[src/rtl/uart_matrix_loader.sv]
// UART 8N1 receiver with sync-byte packet framing.
// Delivers N_BYTES payload bytes as a flat array over valid/ready.
module uart_matrix_loader #(
  parameter int         CLKS_PER_BIT = 87,
  parameter int         N_BYTES      = 8,
  parameter logic [7:0] SYNC_BYTE    = 8'hA5
) (
  input  logic                 CLK,
  input  logic                 RESET,
  input  logic                 RXD,
  output logic [8*N_BYTES-1:0] arr_data,
  output logic                 arr_valid,
  input  logic                 arr_ready,
  output logic                 busy,
  output logic                 frame_err,
  output logic                 overrun
);

  localparam int CW = $clog2(CLKS_PER_BIT);
  localparam int IW = (N_BYTES > 1) ? $clog2(N_BYTES) : 1;
  localparam logic [CW-1:0] FULL = CW'(CLKS_PER_BIT - 1);
  localparam logic [CW-1:0] HALF = CW'(CLKS_PER_BIT / 2 - 1);
  localparam logic [IW-1:0] LAST = IW'(N_BYTES - 1);

  typedef enum logic [1:0] {
    B_IDLE, B_START, B_DATA, B_STOP
  } bit_t;

  typedef enum logic [1:0] {
    P_HUNT, P_LOAD, P_DONE
  } pkt_t;

  logic          rx_meta, rx;
  bit_t          bstate, bnext;
  logic [CW-1:0] cnt;
  logic [2:0]    bidx;
  logic [7:0]    shreg;
  logic          byte_done;
  logic          clr_cnt, shift, done_set, err_set;

  pkt_t          pstate, pnext;
  logic [IW-1:0] idx;
  logic          wr, idx_clr, idx_inc, ov_set, sync_hit;

  always_ff @(posedge CLK or negedge RESET) begin
    if (!RESET) begin
      rx_meta <= 1'b1;
      rx      <= 1'b1;
    end else begin
      rx_meta <= RXD;
      rx      <= rx_meta;
    end
  end

  always_comb begin
    bnext    = bstate;
    clr_cnt  = 1'b0;
    shift    = 1'b0;
    done_set = 1'b0;
    err_set  = 1'b0;
    unique case (bstate)
      B_IDLE: begin
        if (!rx) begin
          bnext   = B_START;
          clr_cnt = 1'b1;
        end
      end
      B_START: begin
        if (cnt == HALF) begin
          clr_cnt = 1'b1;
          bnext   = rx ? B_IDLE : B_DATA;
        end
      end
      B_DATA: begin
        if (cnt == FULL) begin
          clr_cnt = 1'b1;
          shift   = 1'b1;
          if (bidx == 3'd7) bnext = B_STOP;
        end
      end
      B_STOP: begin
        if (cnt == FULL) begin
          clr_cnt  = 1'b1;
          bnext    = B_IDLE;
          done_set = rx;
          err_set  = !rx;
        end
      end
      default: bnext = B_IDLE;
    endcase
  end

  always_ff @(posedge CLK or negedge RESET) begin
    if (!RESET) begin
      bstate    <= B_IDLE;
      cnt       <= '0;
      bidx      <= '0;
      shreg     <= '0;
      byte_done <= 1'b0;
      frame_err <= 1'b0;
    end else begin
      bstate    <= bnext;
      byte_done <= done_set;
      frame_err <= err_set;
      if (bstate == B_IDLE || clr_cnt) cnt <= '0;
      else cnt <= cnt + 1'b1;
      if (bstate != B_DATA) bidx <= '0;
      else if (shift) bidx <= bidx + 1'b1;
      if (shift) shreg <= {rx, shreg[7:1]};
    end
  end

  assign arr_valid = (pstate == P_DONE);
  assign busy      = (pstate == P_LOAD);
  assign sync_hit  = byte_done && (shreg == SYNC_BYTE);

  always_comb begin
    pnext   = pstate;
    wr      = 1'b0;
    idx_clr = 1'b0;
    idx_inc = 1'b0;
    ov_set  = 1'b0;
    unique case (pstate)
      P_HUNT: begin
        if (sync_hit) begin
          pnext   = P_LOAD;
          idx_clr = 1'b1;
        end
      end
      P_LOAD: begin
        if (frame_err) begin
          pnext = P_HUNT;
        end else if (byte_done) begin
          wr = 1'b1;
          if (idx == LAST) pnext = P_DONE;
          else idx_inc = 1'b1;
        end
      end
      P_DONE: begin
        // a byte landing on the handshake cycle is judged as a HUNT byte
        if (arr_ready) begin
          pnext   = sync_hit ? P_LOAD : P_HUNT;
          idx_clr = 1'b1;
        end else if (byte_done) begin
          ov_set = 1'b1;
        end
      end
      default: pnext = P_HUNT;
    endcase
  end

  always_ff @(posedge CLK or negedge RESET) begin
    if (!RESET) begin
      pstate   <= P_HUNT;
      idx      <= '0;
      arr_data <= '0;
      overrun  <= 1'b0;
    end else begin
      pstate  <= pnext;
      overrun <= ov_set;
      if (idx_clr) idx <= '0;
      else if (idx_inc) idx <= idx + 1'b1;
      if (wr) arr_data[idx*8 +: 8] <= shreg;
    end
  end

endmodule

[config.mk]
export PLATFORM = sky130hd
export DESIGN_NAME = uart_matrix_loader
export DESIGN_NICKNAME = d
export VERILOG_FILES = /design/src/rtl/uart_matrix_loader.sv
export SDC_FILE = /design/constraint.sdc
export NUM_CORES = 1
export LEC_CHECK = 0
export CAP_MARGIN = 20
export CORE_ASPECT_RATIO = 1.2
export CORE_MARGIN = 8
export CORE_UTILIZATION = 30
export CTS_BUF_LIST = sky130_fd_sc_hd__clkbuf_8 sky130_fd_sc_hd__clkbuf_16
export CTS_CLUSTER_DIAMETER = 60
export DETAILED_ROUTE_END_ITERATION = 10
export DONT_BUFFER_PORTS = 1
export GPL_TIMING_DRIVEN = 0
export PLACE_DENSITY = 0.4
export SLEW_MARGIN = 10
export SYNTH_ARGS = -nofsm -noshare
export SYNTH_HDL_FRONTEND = slang
export SYNTH_SLANG_ARGS = --single-unit
[constraint.sdc]
create_clock -name CLK -period 5.4 [get_ports CLK]
set_clock_uncertainty 0.2 [all_clocks]
set_input_delay 1.08 -clock CLK [delete_from_list [all_inputs] [get_ports CLK]]
set_output_delay 1.08 -clock CLK [all_outputs]
set_load 0.005 [all_outputs]
==> flow_summary.yaml, run 1 <==
run_status:
  outcome: "finished, final reports clean"
global_route:
  grt_overflow: 0
  grt_first_pass_wirelength_um: 15300
  antenna_found_initial: 0
  grt_max_degree: 95
  grt_pass1_vias: 2483
  grt_usage_pct: 11.6
final_layout:
  antennaDiodeCount: 0
  final_util_pct: 34.4
  fin_nets: 314
  nFillCells: 1301
  layout-drive-gt1-share_pct: 31.4
  layout.cells.non_filler: 474
  syn_to_final_growth_pct: 11.9
cts:
  cts-resized-gates: 0
  cts_root_buf: "clkbuf_16"
  cts_tree: "yes"
  path_clk_slew_ns: 0.07
  clock-sinks: 94
  cts.path.max_buffers: 2
  postCtsHoldBufs: 0
  cts_buffers: 9
  clk_latency_ns: 0.34
  post-cts-setup-buffers: 0
  cts_max_level: 3
timing:
  setup_viol: 0
  rsz0062_at_grt: "no"
  fin_crit_sh_pct: 62.5
  slew-limit-headroom_pct: 48.4
  period_needed_ns: 3.38
  timing.final.hold_violations: 0
  fmax_mhz: 296
  tns_ns: 0
  report.final.slew_viol_count: 0
  fin_hold_ws_ns: 0.157
  tightest_slew_ns: 0.764
setup_path:
  cp_common_cell: "ha_1"
  crit_type: "register to register"
  arrival_ns: 3.41
  cp_cell_sequence: "clkbuf_1 -> inv_1 -> ha_1 -> ha_1 -> or3b_1 -> buf_6 -> nor4_4 -> mux2_2"
  slowest_delay_ns: 0.65
  endpoint_kind: "register"
  r2r_cells: 8
  critPathSlowestCell: "nor4_4"
  critPathLaunchType: "register"
  critPathRequiredTime_ns: 5.43
  crit_fanout: 10
job:
  drv_cap: 0
yosys:
  synthFlopType: "dfrtp_1"
  synth_seq_area_share_pct: 57.6
  syn_area_per_cell_um2: 14.1
  async_flop_share_pct: 100
  synth_most_common_cell: "dfrtp_1"
  synth_edf_count: 0
  syn_area_um2: 4090
  yosys.area.top_type_share_pct: 56.3
  yosys_warnings: 0
  yosys-top-cells-count: "dfrtp_1 (92), mux2_2 (68), and2_1 (13)"
  syn_inst: 290
  synthDistinctLibCells: 45
  synth.net_count: 303
  ys_seq_elements: 94
  synth.area.top_cells: "dfrtp_1 (56%), mux2_2 (19%), ha_1 (2.8%), nor4_4 (2.1%), and2_1 (2.0%)"
  synth_top_area_cell: "dfrtp_1"
placed_design:
  dpl.cell_count: 458
  routabilityCongestion: 0.717
  port_buffers: 0
  dp_hpwl_um: 6600
power:
  leakage_nw: 2.10
  power_density_nw_per_um2: 290
  ir_worst_vdd_mv: 0.114
floorplanning:
  initial_core_util_pct: 30.7
  die_area_um2: 17600
  die_x_um: 123
  io_pins: 72
  core-area_um2: 13300
  rows: 46
  die_h_um: 144
worst_hold_path:
  min_path_cells: 0
  hold_class: "register to register"
route:
  dr.pass1.iters: 4
  vias_per_cell: 4.99
  drt_iter0_drc: 111
  num_vias: 2366
  wire_per_inst_um: 20.5
  wirelength_um: 9730
  ant_nets: 0
  drc_errors: 0
==> placed cells by master (no fill, tap or decap), types with 3 or more instances in the layout <==
master	instances
a21oi_1	9
a22oi_1	5
and2_1	13
clkbuf_16	9
dfrtp_1	92
ha_1	9
inv_1	11
mux2_2	68
nand2_1	8
nand2b_1	5
nand3_1	4
nand3b_1	4
nand4bb_1	3
nor2_1	3
nor3_4	3
nor4_4	4
o21ai_0	8
o21bai_1	3
or3_1	4
==> report_power, final <==
group | switching [mW] | internal (mW)
Combinational | 0.00877 | 0.00809
Sequential | 0.00655 | 0.710
Clock | 0.277 | 0.313
==> critical path, delay by kind of cell, from the launching register on <==
kind / cells / cell delay (ns)
muxes: 1 / 0.41
buffers and inverters: 3 / 0.77
DFF: 1 / 0.37
and+or+nand+nor: 2 / 1.04
adders and majority gates: 2 / 0.47
==> through the flow <==
stage | setup WS, ns | power (mW) | cell area (µm²)
2_1_floorplan | 2.61 | 0.742 | 4090
3_3_place_gp | 1.97 | 0.747 | 4300
3_5_place_dp | 1.92 | 0.747 | 4300
4_1_cts | 1.92 | 1.35 | 4570
5_1_grt | 1.75 | 1.39 | 4570
6_report | 2.02 | 1.32 | 4570
==> flip-flops by register name, indices dropped and copies added, names as in the netlist, named ones only <==
name	flops
rx_meta	1
cnt	7
arr_data	64
byte_done	1
idx	3
pstate	2
shreg	8
bstate	1
rx	1
overrun	1
frame_err	1
bidx	3
==> layout make-up <==
type | count | area [µm²] | share of cell area (%)
clock buffer | 9 | 225 | 4.93
clock inverter | 7 | 50.0 | 1.09
buffer | 2 | 15.0 | 0.328
sequential | 94 | 2350 | 51.5
inverter | 10 | 37.5 | 0.821
multi-input combinational | 184 | 1680 | 36.7
tap | 168 | 210 | 4.60
==> layer usage <==
layer / up-vias / track usage, % / part of all wire, %
li1: 1082 / - / -
met1: 1224 / 14.1 / 42
met2: 52 / 18.2 / 49
met3: 8 / 4.71 / 8.0
met4: 0 / 4.05 / 1.1
met5: - / 0 / 0
==> cells by family after synthesis <==
kind of cell | synth area share [%]
DFF | 57.6
muxes | 19.8
and+or+nand+nor | 12.7
AOI/OAI and AO/OA | 5.17
buffers and inverters | 1.29
adders and majority gates | 2.76
xor gates and xnor gates | 0.643
==> worst paths after layout <==
check / from / endpoint / slack (ns)
max in group asynchronous: RESET / rx_meta / 4.57
max reg2reg: idx[0] / arr_data[61] / 2.02
max: idx[0] / arr_data[61] / 2.02
min in group asynchronous: RESET / arr_data[39] / 0.23
min reg2reg: rx_meta / rx / 0.16
min: rx_meta / rx / 0.16
(Power assumes the default switching activity.)
==> run 2, diff against run 1 <==
--- a/config.mk
+++ b/config.mk
@@ -14,7 +14,7 @@
 export DETAILED_ROUTE_END_ITERATION = 10
 export DONT_BUFFER_PORTS = 1
 export GPL_TIMING_DRIVEN = 0
-export PLACE_DENSITY = 0.4
+export PLACE_DENSITY = 0.41
 export SLEW_MARGIN = 10
 export SYNTH_ARGS = -nofsm -noshare
 export SYNTH_HDL_FRONTEND = slang
==> constraint.sdc (replaced) <==
create_clock -name CLK -period 2.7 [get_ports CLK]
set_clock_uncertainty 0.2 [all_clocks]
set_input_delay 0.54 -clock CLK [delete_from_list [all_inputs] [get_ports CLK]]
set_output_delay 0.54 -clock CLK [all_outputs]
set_load 0.005 [all_outputs]
==> flow_summary.yaml, run 2 (same netlist as run 1, synthesis figures left out) <==
final_layout:
  fin_nets: 329
  syn_to_final_growth_pct: 17.8
  layout-drive-gt1-share_pct: 34.9
  largest_registers: "arr_data: 64 flops, shreg: 8 flops, cnt: 7 flops"
  largest_reg_flops: 64
  antennaDiodeCount: 0
  final_common_cell: "dfrtp_1"
  final_area_um2: 4810
  final_cell_mix: "dfrtp_1 (92), mux2_2 (68), and2_1 (13)"
  layout.cells.non_filler: 489
  top_register: "arr_data"
  final_util_pct: 36.2
cts:
  cts_buffers: 9
  clk_latency_ns: 0.35
  path_clk_slew_ns: 0.07
  cts_tree: "yes"
  clock-sinks: 94
  cts_root_buf: "clkbuf_16"
  postCtsHoldBufs: 1
  cts.path.max_buffers: 2
  cts_max_level: 3
floorplanning:
  die_x_um: 123
  die_h_um: 144
  initial_core_util_pct: 30.7
  core-area_um2: 13300
  io_pins: 72
  rows: 46
  die_area_um2: 17600
global_route:
  grt_max_degree: 95
  grt_overflow: 0
  grt_first_pass_wirelength_um: 15400
  antenna_found_initial: 0
  grt_usage_pct: 11.8
  grt_pass1_vias: 2558
timing:
  tns_ns: 0
  fin_hold_ws_ns: -0.310
  tightest_slew_ns: 0.719
  fin_crit_sh_pct: 98.0
  setup_viol: 0
  report.final.slew_viol_count: 0
  slew-limit-headroom_pct: 51.4
  rsz0062_at_grt: "no"
  timing.final.hold_violations: 94
  fmax_mhz: 378
  period_needed_ns: 2.64
setup_path:
  arrival_ns: 2.68
  critPathTopFamily: "buffers and inverters"
  critPathRequiredTime_ns: 2.74
  worst-path-buf-inv: 5
  cp_cell_sequence: "clkbuf_8 -> inv_1 -> ha_2 -> ha_1 -> or3b_1 -> buf_6 -> buf_12 -> nor3_4 -> buf_12 -> mux2_2"
  crit_type: "register to register"
  cp_common_cell: "buf_12"
  slowest_delay_ns: 0.40
  critPathLaunchType: "register"
  crit_fanout: 8
  critPathSlowestCell: "or3b_1"
  endpoint_kind: "register"
placed_design:
  dpl.cell_count: 458
  post_dp_cell_area_um2: 4310
  routabilityCongestion: 0.735
  port_buffers: 0
  dp_hpwl_um: 6690
route:
  num_vias: 2447
  dr.pass1.iters: 4
  drc_errors: 0
  ant_nets: 0
  wirelength_um: 9980
  wire_per_inst_um: 20.4
  vias_per_cell: 5.00
  drt_iter0_drc: 88
power:
  leakage_nw: 2.22
  power_density_nw_per_um2: 592
  ir_worst_vdd_mv: 0.257
job:
  drv_cap: 0
run_status:
  outcome: "complete, but fails checks"
  violations: "hold timing"
worst_hold_path:
  hold_class: "input pin to asynchronous set/reset pin"
run 2: changes by cell type in the layout (fill, tap and decap cells not counted), sizes merged:
cell / delta
clkinv: -2
clkinvlp: -2
buf: +14
clkbuf: +1
inv: +1
dlygate4sd3: +1
bufinv: +2
run 2: timing repair:
item	CTS	global route
resized for setup	1	1
hold endpoints to repair	95	94
buffers inserted	12	2
pin swaps	7	4
endpoints found under the setup margin	64	47
run 2: final timing paths:
check,slack [ns],startpoint,cells after the start,endpoint
worst min-delay path,-0.31,RESET,0,pstate[1]
worst max-delay path,0.06,idx[0],10,arr_data[8]
min in group CLK,0.16,rx_meta,0,rx
worst min register to register,0.16,rx_meta,0,rx
worst max register to register,0.06,idx[0],10,arr_data[8]
max in group asynchronous,2.41,RESET,0,rx
run 2: area by class of cell:
class                   count  area [µm²]
multi-input cells         184        1680
well taps                 168         210
clock inverters             6        85.1
inverters                  10        37.5
fillers                  1281        8480
repair buffers             15         178
clock buffers              10         239
plain buffers               2        25.0
flip-flops and latches     94        2350
run 2: per-layer routing:
| layer | part of all wire (%) | GRT usage, % | up-vias | routed length [µm] |
|---|---|---|---|---|
| met5 | 0 | 0 | - | 0 |
| met4 | 2.1 | 6.36 | 0 | 214 |
| met3 | 7.9 | 4.28 | 13 | 793 |
| met2 | 48 | 18.8 | 56 | 4820 |
| met1 | 42 | 13.6 | 1266 | 4160 |
| li1 | - | - | 1112 | - |
run 2: where the power goes:
part	switching [mW]	total (mW)	internal (mW)
Combinational	0.0186	0.0358	0.0172
Clock	0.546	1.38	0.835
Sequential	0.0132	1.43	1.42
run 2: metrics by stage:
stage                     worst slack, ns  hold WS [ns]  total power, mW
after floorplan                   -0.0209        0.0444             1.48
after global placement             -0.463        0.0506             1.49
after detailed placement           -0.498        0.0507             1.49
after CTS                          0.0199        -0.329             2.90
after global routing            0.0000624        -0.327             2.97
final                              0.0551        -0.310             2.85
==> run 3, diff against run 2 <==
--- a/config.mk
+++ b/config.mk
@@ -8,13 +8,13 @@
 export CAP_MARGIN = 20
 export CORE_ASPECT_RATIO = 1.2
 export CORE_MARGIN = 8
-export CORE_UTILIZATION = 30
+export CORE_UTILIZATION = 42
 export CTS_BUF_LIST = sky130_fd_sc_hd__clkbuf_8 sky130_fd_sc_hd__clkbuf_16
 export CTS_CLUSTER_DIAMETER = 60
 export DETAILED_ROUTE_END_ITERATION = 10
 export DONT_BUFFER_PORTS = 1
 export GPL_TIMING_DRIVEN = 0
-export PLACE_DENSITY = 0.41
+export PLACE_DENSITY = 0.55
 export SLEW_MARGIN = 10
 export SYNTH_ARGS = -nofsm -noshare
 export SYNTH_HDL_FRONTEND = slang
==> flow_summary.yaml, run 3 (same netlist as run 1, synthesis figures left out) <==
route:
  wirelength_um: 8880
  drc_errors: 0
  num_vias: 2402
  wire_per_inst_um: 20.3
  dr.pass1.iters: 4
  drt_iter0_drc: 97
  ant_nets: 0
  vias_per_cell: 5.48
cts:
  cts.path.max_buffers: 2
  cts_tree: "yes"
  path_clk_slew_ns: 0.07
  postCtsHoldBufs: 1
  cts_root_buf: "clkbuf_16"
  clk_latency_ns: 0.34
  clock-sinks: 94
  cts_buffers: 9
  cts_max_level: 3
setup_path:
  r2r_end: "arr_data[37]"
  critPathSlowestCell: "or3b_4"
  cp_common_cell: "ha_2"
  cp_cell_sequence: "clkbuf_8 -> inv_1 -> ha_2 -> ha_2 -> or3b_4 -> buf_8 -> nor4_4 -> buf_6 -> mux2_2"
  endpoint_kind: "register"
  critPathLaunch: "idx[0]"
  reg2reg_from: "idx[0]"
  critPathRequiredTime_ns: 2.72
  slowest_delay_ns: 0.40
  arrival_ns: 2.62
  r2r_cells: 9
  crit_fanout: 8
  crit_type: "register to register"
  r2r_slack_ns: 0.11
  critPathLaunchType: "register"
power:
  leakage_nw: 2.18
  power_density_nw_per_um2: 603
  power_mw: 2.82
  ir_worst_vdd_mv: 0.330
global_route:
  global_route.usage.met1_pct: 17.5
  grt_max_degree: 95
  globalRouteMet3Util_pct: 4.97
  grt_pass1_vias: 2596
  grt-busiest-layer: "met2"
  antenna_found_initial: 0
  grt_first_pass_wirelength_um: 14500
  grt_overflow: 0
  grt_usage_pct: 14.3
  met2_usage_pct: 21.9
floorplanning:
  die_area_um2: 13200
  core-area_um2: 9520
  initial_core_util_pct: 42.9
  io_pins: 72
  die_h_um: 124
  rows: 39
  die_x_um: 106
timing:
  fin_hold_ws_ns: -0.303
  layout_setup_ws_ns: 0.108
  report.final.slew_viol_count: 0
  tns_ns: 0
  tightest_slew_ns: 0.658
  period_needed_ns: 2.59
  slew-limit-headroom_pct: 55.9
  fin_crit_sh_pct: 96.0
  rsz0062_at_grt: "no"
  fmax_mhz: 386
  timing.final.hold_violations: 94
  setup_viol: 0
final_layout:
  largest_reg_flops: 64
  top_register: "arr_data"
  final_area_um2: 4690
  antennaDiodeCount: 0
  layout-drive-gt1-share_pct: 34.6
  syn_to_final_growth_pct: 14.7
  final_common_cell: "dfrtp_1"
  nFillCells: 850
  final_cell_mix: "dfrtp_1 (92), mux2_2 (68), and2_1 (13)"
  fin_nets: 324
  largest_registers: "arr_data: 64 flops, shreg: 8 flops, cnt: 7 flops"
placed_design:
  routabilityCongestion: 0.769
  dp_hpwl_um: 6020
  post_dp_cell_area_um2: 4250
  dp_slack_ns: -0.318
  port_buffers: 0
run_status:
  violations: "hold timing"
  outcome: "complete, but fails checks"
job:
  drv_cap: 0
worst_hold_path:
  hold_class: "input pin to asynchronous set/reset pin"
==> run 3: layer usage <==
layer	wire, µm	vias up
li1	-	1098
met1	3720	1233
met2	4270	59
met3	707	12
met4	184	0
met5	0	-
==> run 3: per-stage QoR <==
step,utilization (%),hold slack [ns],cells
after floorplan,-,0.0444,290
after global placement,44.7,0.0489,413
after detailed placement,44.7,0.0488,413
after CTS,49.0,-0.319,437
after global routing,49.3,-0.314,438
final,49.3,-0.303,438
==> run 3: worst max-delay path, delay by kind of cell (launching register included) <==
kind | cells | cell delay (ns)
adders and majority gates | 2 | 0.38
buffers and inverters | 4 | 0.54
DFF | 1 | 0.36
muxes | 1 | 0.34
and+or+nand+nor | 2 | 0.66
==> run 3: worst max-delay path by stage <==
| stage | endpoint | slack (ns) |
|---|---|---|
| CTS | arr_data[55] | 0.02 |
| finish | arr_data[37] | 0.11 |
| global route | arr_data[41] | 0.02 |
| global placement | arr_data[62] | -0.29 |
| floorplan | arr_data[58] | -0.02 |
| detailed placement | arr_data[61] | -0.32 |
==> run 3: what timing repair did <==
item,CTS,global route
hold endpoints to repair,95,94
gates cloned,0,0
gates resized for setup,0,5
buffers inserted,8,1
setup endpoints to repair,56,62
pin swaps,7,3
==> run 3: final cells by class <==
class | count | area, µm² | area share (%)
sequential | 94 | 2350 | 50.2
multi-input combinational | 184 | 1690 | 36.0
clock buffer | 9 | 225 | 4.81
tap | 123 | 154 | 3.28
timing repair buffer | 10 | 106 | 2.27
clock inverter | 6 | 93.8 | 2.00
inverter | 10 | 37.5 | 0.801
buffer | 2 | 28.8 | 0.614
==> run 3: report_power, final <==
group / leakage [nW] / switching [mW] / internal (mW)
combinational: 0.746 / 0.0178 / 0.0172
clock: 0.153 / 0.543 / 0.814
sequential: 1.28 / 0.0125 / 1.42
==> patch 1, RTL diff (flow settings as in run 3) <==
The 3 values of `pkt_t` get a one-hot encoding in 3 bits.
--- a/src/rtl/uart_matrix_loader.sv
+++ b/src/rtl/uart_matrix_loader.sv
@@ -27,6 +27,6 @@
   } bit_t;
 
-  typedef enum logic [1:0] {
-    P_HUNT, P_LOAD, P_DONE
+  typedef enum logic [2:0] {
+    P_HUNT = 3'b001, P_LOAD = 3'b010, P_DONE = 3'b100
   } pkt_t;
 
Function: no difference found for any inputs over 10 cycles, from zero or initial values and one cycle with RESET low; not proved beyond that.
==> patch 1 against run 3 <==
  * The run still ends with hold timing left
  * Setup slack gained 0.080 ns
  * Highest routed layer unchanged
  * Fmax increased by 3.2%
  * Design area up 4.0%
  * Routed wire length rose by 8.8%
  * Hold slack got worse by 0.0089 ns
  * Critical endpoint is now arr_data[42]$_DFFE_PN0P_
  * Sequential cell count increased by 1
  * Final cell count grew 6.2%
  * Power shrank 6.2%
  * Synthesized area grew 4.9%
==> patch 1: results <==
[status]
outcome = "finished with violations"
violations = "hold timing"

[pwr]
seq_power_share_pct = 54.8
p_sw_uw = 570.1
power_density_nw_per_um2 = 543.6
clkPwrFrac_pct = 42.8
p_leak_nw = 2.276
peakVddDrop_v = 0.0002683

[worst_hold_path]
min-delay-path-class = "in2async"

[timing]
max_freq_mhz = 398.0
timing.hold.ws_ns = -0.3118
hold_viol = 95
slew_headroom_pct = 54.41

[final_layout]
fill_cells = 846
drive_gt1_share_pct = 33.04
instances_no_fill = 465
finalInstanceArea_um2 = 4872
fin_nets = 347
diodes = 0
top_regs = "arr_data: 64 flops, shreg: 8 flops, cnt: 7 flops"

[worst_setup_path]
worst-r2r-cell-count = 8
worst_r2r_startpoint = "idx[0]$_DFFE_PN0P_"
cp_max_fo = 16
rrSetupSlack_ns = 0.19
r2r-end = "arr_data[42]$_DFFE_PN0P_"
worstSetupPathType = "reg2reg"
cp.arrival_ns = 2.53

[global_route]
grt_first_pass_wirelength_um = 15750
grt_max_degree = 96
use_met2_pct = 24.71
grt_pass1_vias = 2814
globalRouteTotalUtil_pct = 14.86
use_met3_pct = 4.661
grtUsageMet1_pct = 16.62

[placement]
place_congestion = 0.7782
dp_hpwl_um = 6683
dpl_worst_slack_ns = -0.4198
dpl.cell_count = 440
dpl_cell_area_um2 = 4533

[drt]
drt_iter0_drc = 97
vias = 2633
met1_length_um = 3802
wl_met2_um = 4952
dr.max_layer_used = "met4"
routed_wire_length_per_instance_um = 20.77
wl_met3_um = 670
firstDrtPassIters = 4

[logic_synthesis]
synthesis.nets = 327
yosys-top-cells-area = "dfrtp_1, mux2_2, mux2_4"
yosysSeqAreaShare_pct = 55.56
ys.flop_type = "dfrtp_1"
synth.distinct_cells = 49
avgSynthCellArea_um2 = 13.65
synth_common_cells = "dfrtp_1, mux2_2, and2_1"

[clock_tree]
cts-root-buf = "clkbuf_16"
insertion_delay_ns = 0.34
post_cts_buffers = 6
numCtsBuffers = 9
patch 1: critical path: cells and delay by family (launching register included):
kind / cells / cell delay (ns)
flip-flops: 1 / 0.38
multiplexers: 1 / 0.29
buffers and inverters: 3 / 0.37
AND/OR/NAND/NOR: 2 / 0.72
adder cells (fa/ha/maj): 2 / 0.42
patch 1: cells by family after synthesis:
family                     synth area share (%)
buffers and inverters                     1.489
and+or+nand+nor                           15.33
xor gates and xnor gates                 0.6133
muxes                                     19.56
adders and majority gates                 2.628
AOI/OAI and AO/OA                         4.818
DFF                                       55.56
patch 1: final cells by class:
class / count / share of cell area (%)
Inverter: 7 / 0.5907
Multi-Input combinational cell: 206 / 39.16
Clock inverter: 7 / 0.7191
Clock buffer: 9 / 4.622
Timing Repair Buffer: 10 / 1.875
Sequential cell: 95 / 48.87
Buffer: 5 / 0.9245
Tap cell: 126 / 3.236
==> patch 2, RTL diff (config.mk and constraints of run 3) <==
Without the edit above. The parameter `CLKS_PER_BIT` goes from 87 to 174.
--- a/src/rtl/uart_matrix_loader.sv
+++ b/src/rtl/uart_matrix_loader.sv
@@ -2,5 +2,5 @@
 // Delivers N_BYTES payload bytes as a flat array over valid/ready.
 module uart_matrix_loader #(
-  parameter int         CLKS_PER_BIT = 87,
+  parameter int         CLKS_PER_BIT = 174,
   parameter int         N_BYTES      = 8,
   parameter logic [7:0] SYNC_BYTE    = 8'hA5
Check against the original RTL: no difference found for any inputs over 10 cycles, from zero or initial values and one cycle with RESET low; that may be too few to reach the edited logic, so the function may still have changed.
==> patch 2 against run 3 <==
  * The run still ends with hold timing left
  * Design area up 3.4%
  * Routed wire length rose by 5.6%
  * Critical endpoint is now arr_data[38]$_DFFE_PN0P_
  * Global-route usage barely moved
  * Synthesized area is 6.3% higher
  * Highest routed layer unchanged
  * Sequential cell count rose by 1
  * Setup slack worse by 0.0031 ns
  * Fmax is 0.12% lower
Power is not compared: it rests on default switching activity, and its combinational part moved more than twofold at a synthesized area within 25%.
==> patch 2: results <==
[final_layout]
nonClkBufAreaFrac_pct = 2.246
multi_input_area_share_pct = 38.01
multi_input_comb_cells = 206
seq_cell_count = 95
buffers = 13
drive_gt1_share_pct = 31.50
fin_nets = 355
fill_cells = 901
nonClockInverterCount = 16
regArea_um2 = 2380
clkCellAreaFrac_pct = 6.145
top_regs = "arr_data: 64 flops, cnt: 8 flops, shreg: 8 flops"

[worst_setup_path]
max_stage_delay_ns = 0.53
cp.arrival_ns = 2.61
path_delay_family = "buffers and inverters"
r2r-end = "arr_data[38]$_DFFE_PN0P_"
cp_max_fo = 10
worstSetupPathType = "reg2reg"
slowest_stage = "or4b_4"

[clock_tree]
numCtsBuffers = 9
cts.repair.resized = 4
cts-root-buf = "clkbuf_16"
post_cts_buffers = 1
h-tree-depth = 3
clkTransAtPathRegs_ns = 0.07

[timing]
slew_headroom_pct = 45.43
timing.hold.ws_ns = -0.3020
hold_viol = 95

[logic_synthesis]
synth.area.mux_share_pct = 19.41
yosys-top-cells-area = "dfrtp_1, mux2_2, mux2_4"
yosys.area_share.adder_pct = 2.880
synth.distinct_cells = 50
yosysSeqAreaShare_pct = 54.78
synth_common_cells = "dfrtp_1, mux2_2, and2_1, inv_1, mux2_4"
synth-xor-area-share_pct = 0.6048
synthesis.nets = 341
synth_compound_area_share_pct = 5.328

[global_route]
globalRouteTotalUtil_pct = 14.22
grt_first_pass_wirelength_um = 15400
grt_max_degree = 96
grt_pass1_vias = 2810

[status]
violations = "hold timing"
outcome = "finished with violations"

[placement]
place_congestion = 0.7934
dpl_cell_area_um2 = 4502
dp_hpwl_um = 6438

[drt]
routed_wire_length_per_instance_um = 19.87
drt_iter0_drc = 81
vias = 2594

[worst_hold_path]
min-delay-path-class = "in2async"

[die]
taps = 126
-- patch 2: through the flow --
stage | setup WS, ns | power, mW | cells | util (%)
floorplan | 0.006695 | 1.454 | 327 | -
global placement | -0.3763 | 1.455 | 453 | 44.75
detailed placement | -0.3607 | 1.455 | 453 | 44.75
CTS | 0.02841 | 2.737 | 470 | 47.96
global route | -0.001338 | 2.807 | 472 | 48.17
finish | 0.1049 | 2.697 | 472 | 48.17
-- patch 2: layer usage --
metal  part of all wire [%]  up-vias  global-route usage, %
li1                       -     1208                      -
met1                     42     1324                  16.70
met2                     49       52                  23.49
met3                    7.2       10                  5.080
met4                    1.2        0                  4.600
met5                      0        -                      0
-- patch 2: power by group through the flow --
stage | clock (mW) | combinational [mW] | sequential [mW]
after global routing | 1.38 | 0.00241 | 1.43
final | 1.27 | 0.00223 | 1.43
after global placement | 0 | 0.00100 | 1.45
after CTS | 1.31 | 0.00228 | 1.43
after detailed placement | 0 | 0.00105 | 1.45
after floorplan | 0 | 0.000860 | 1.45
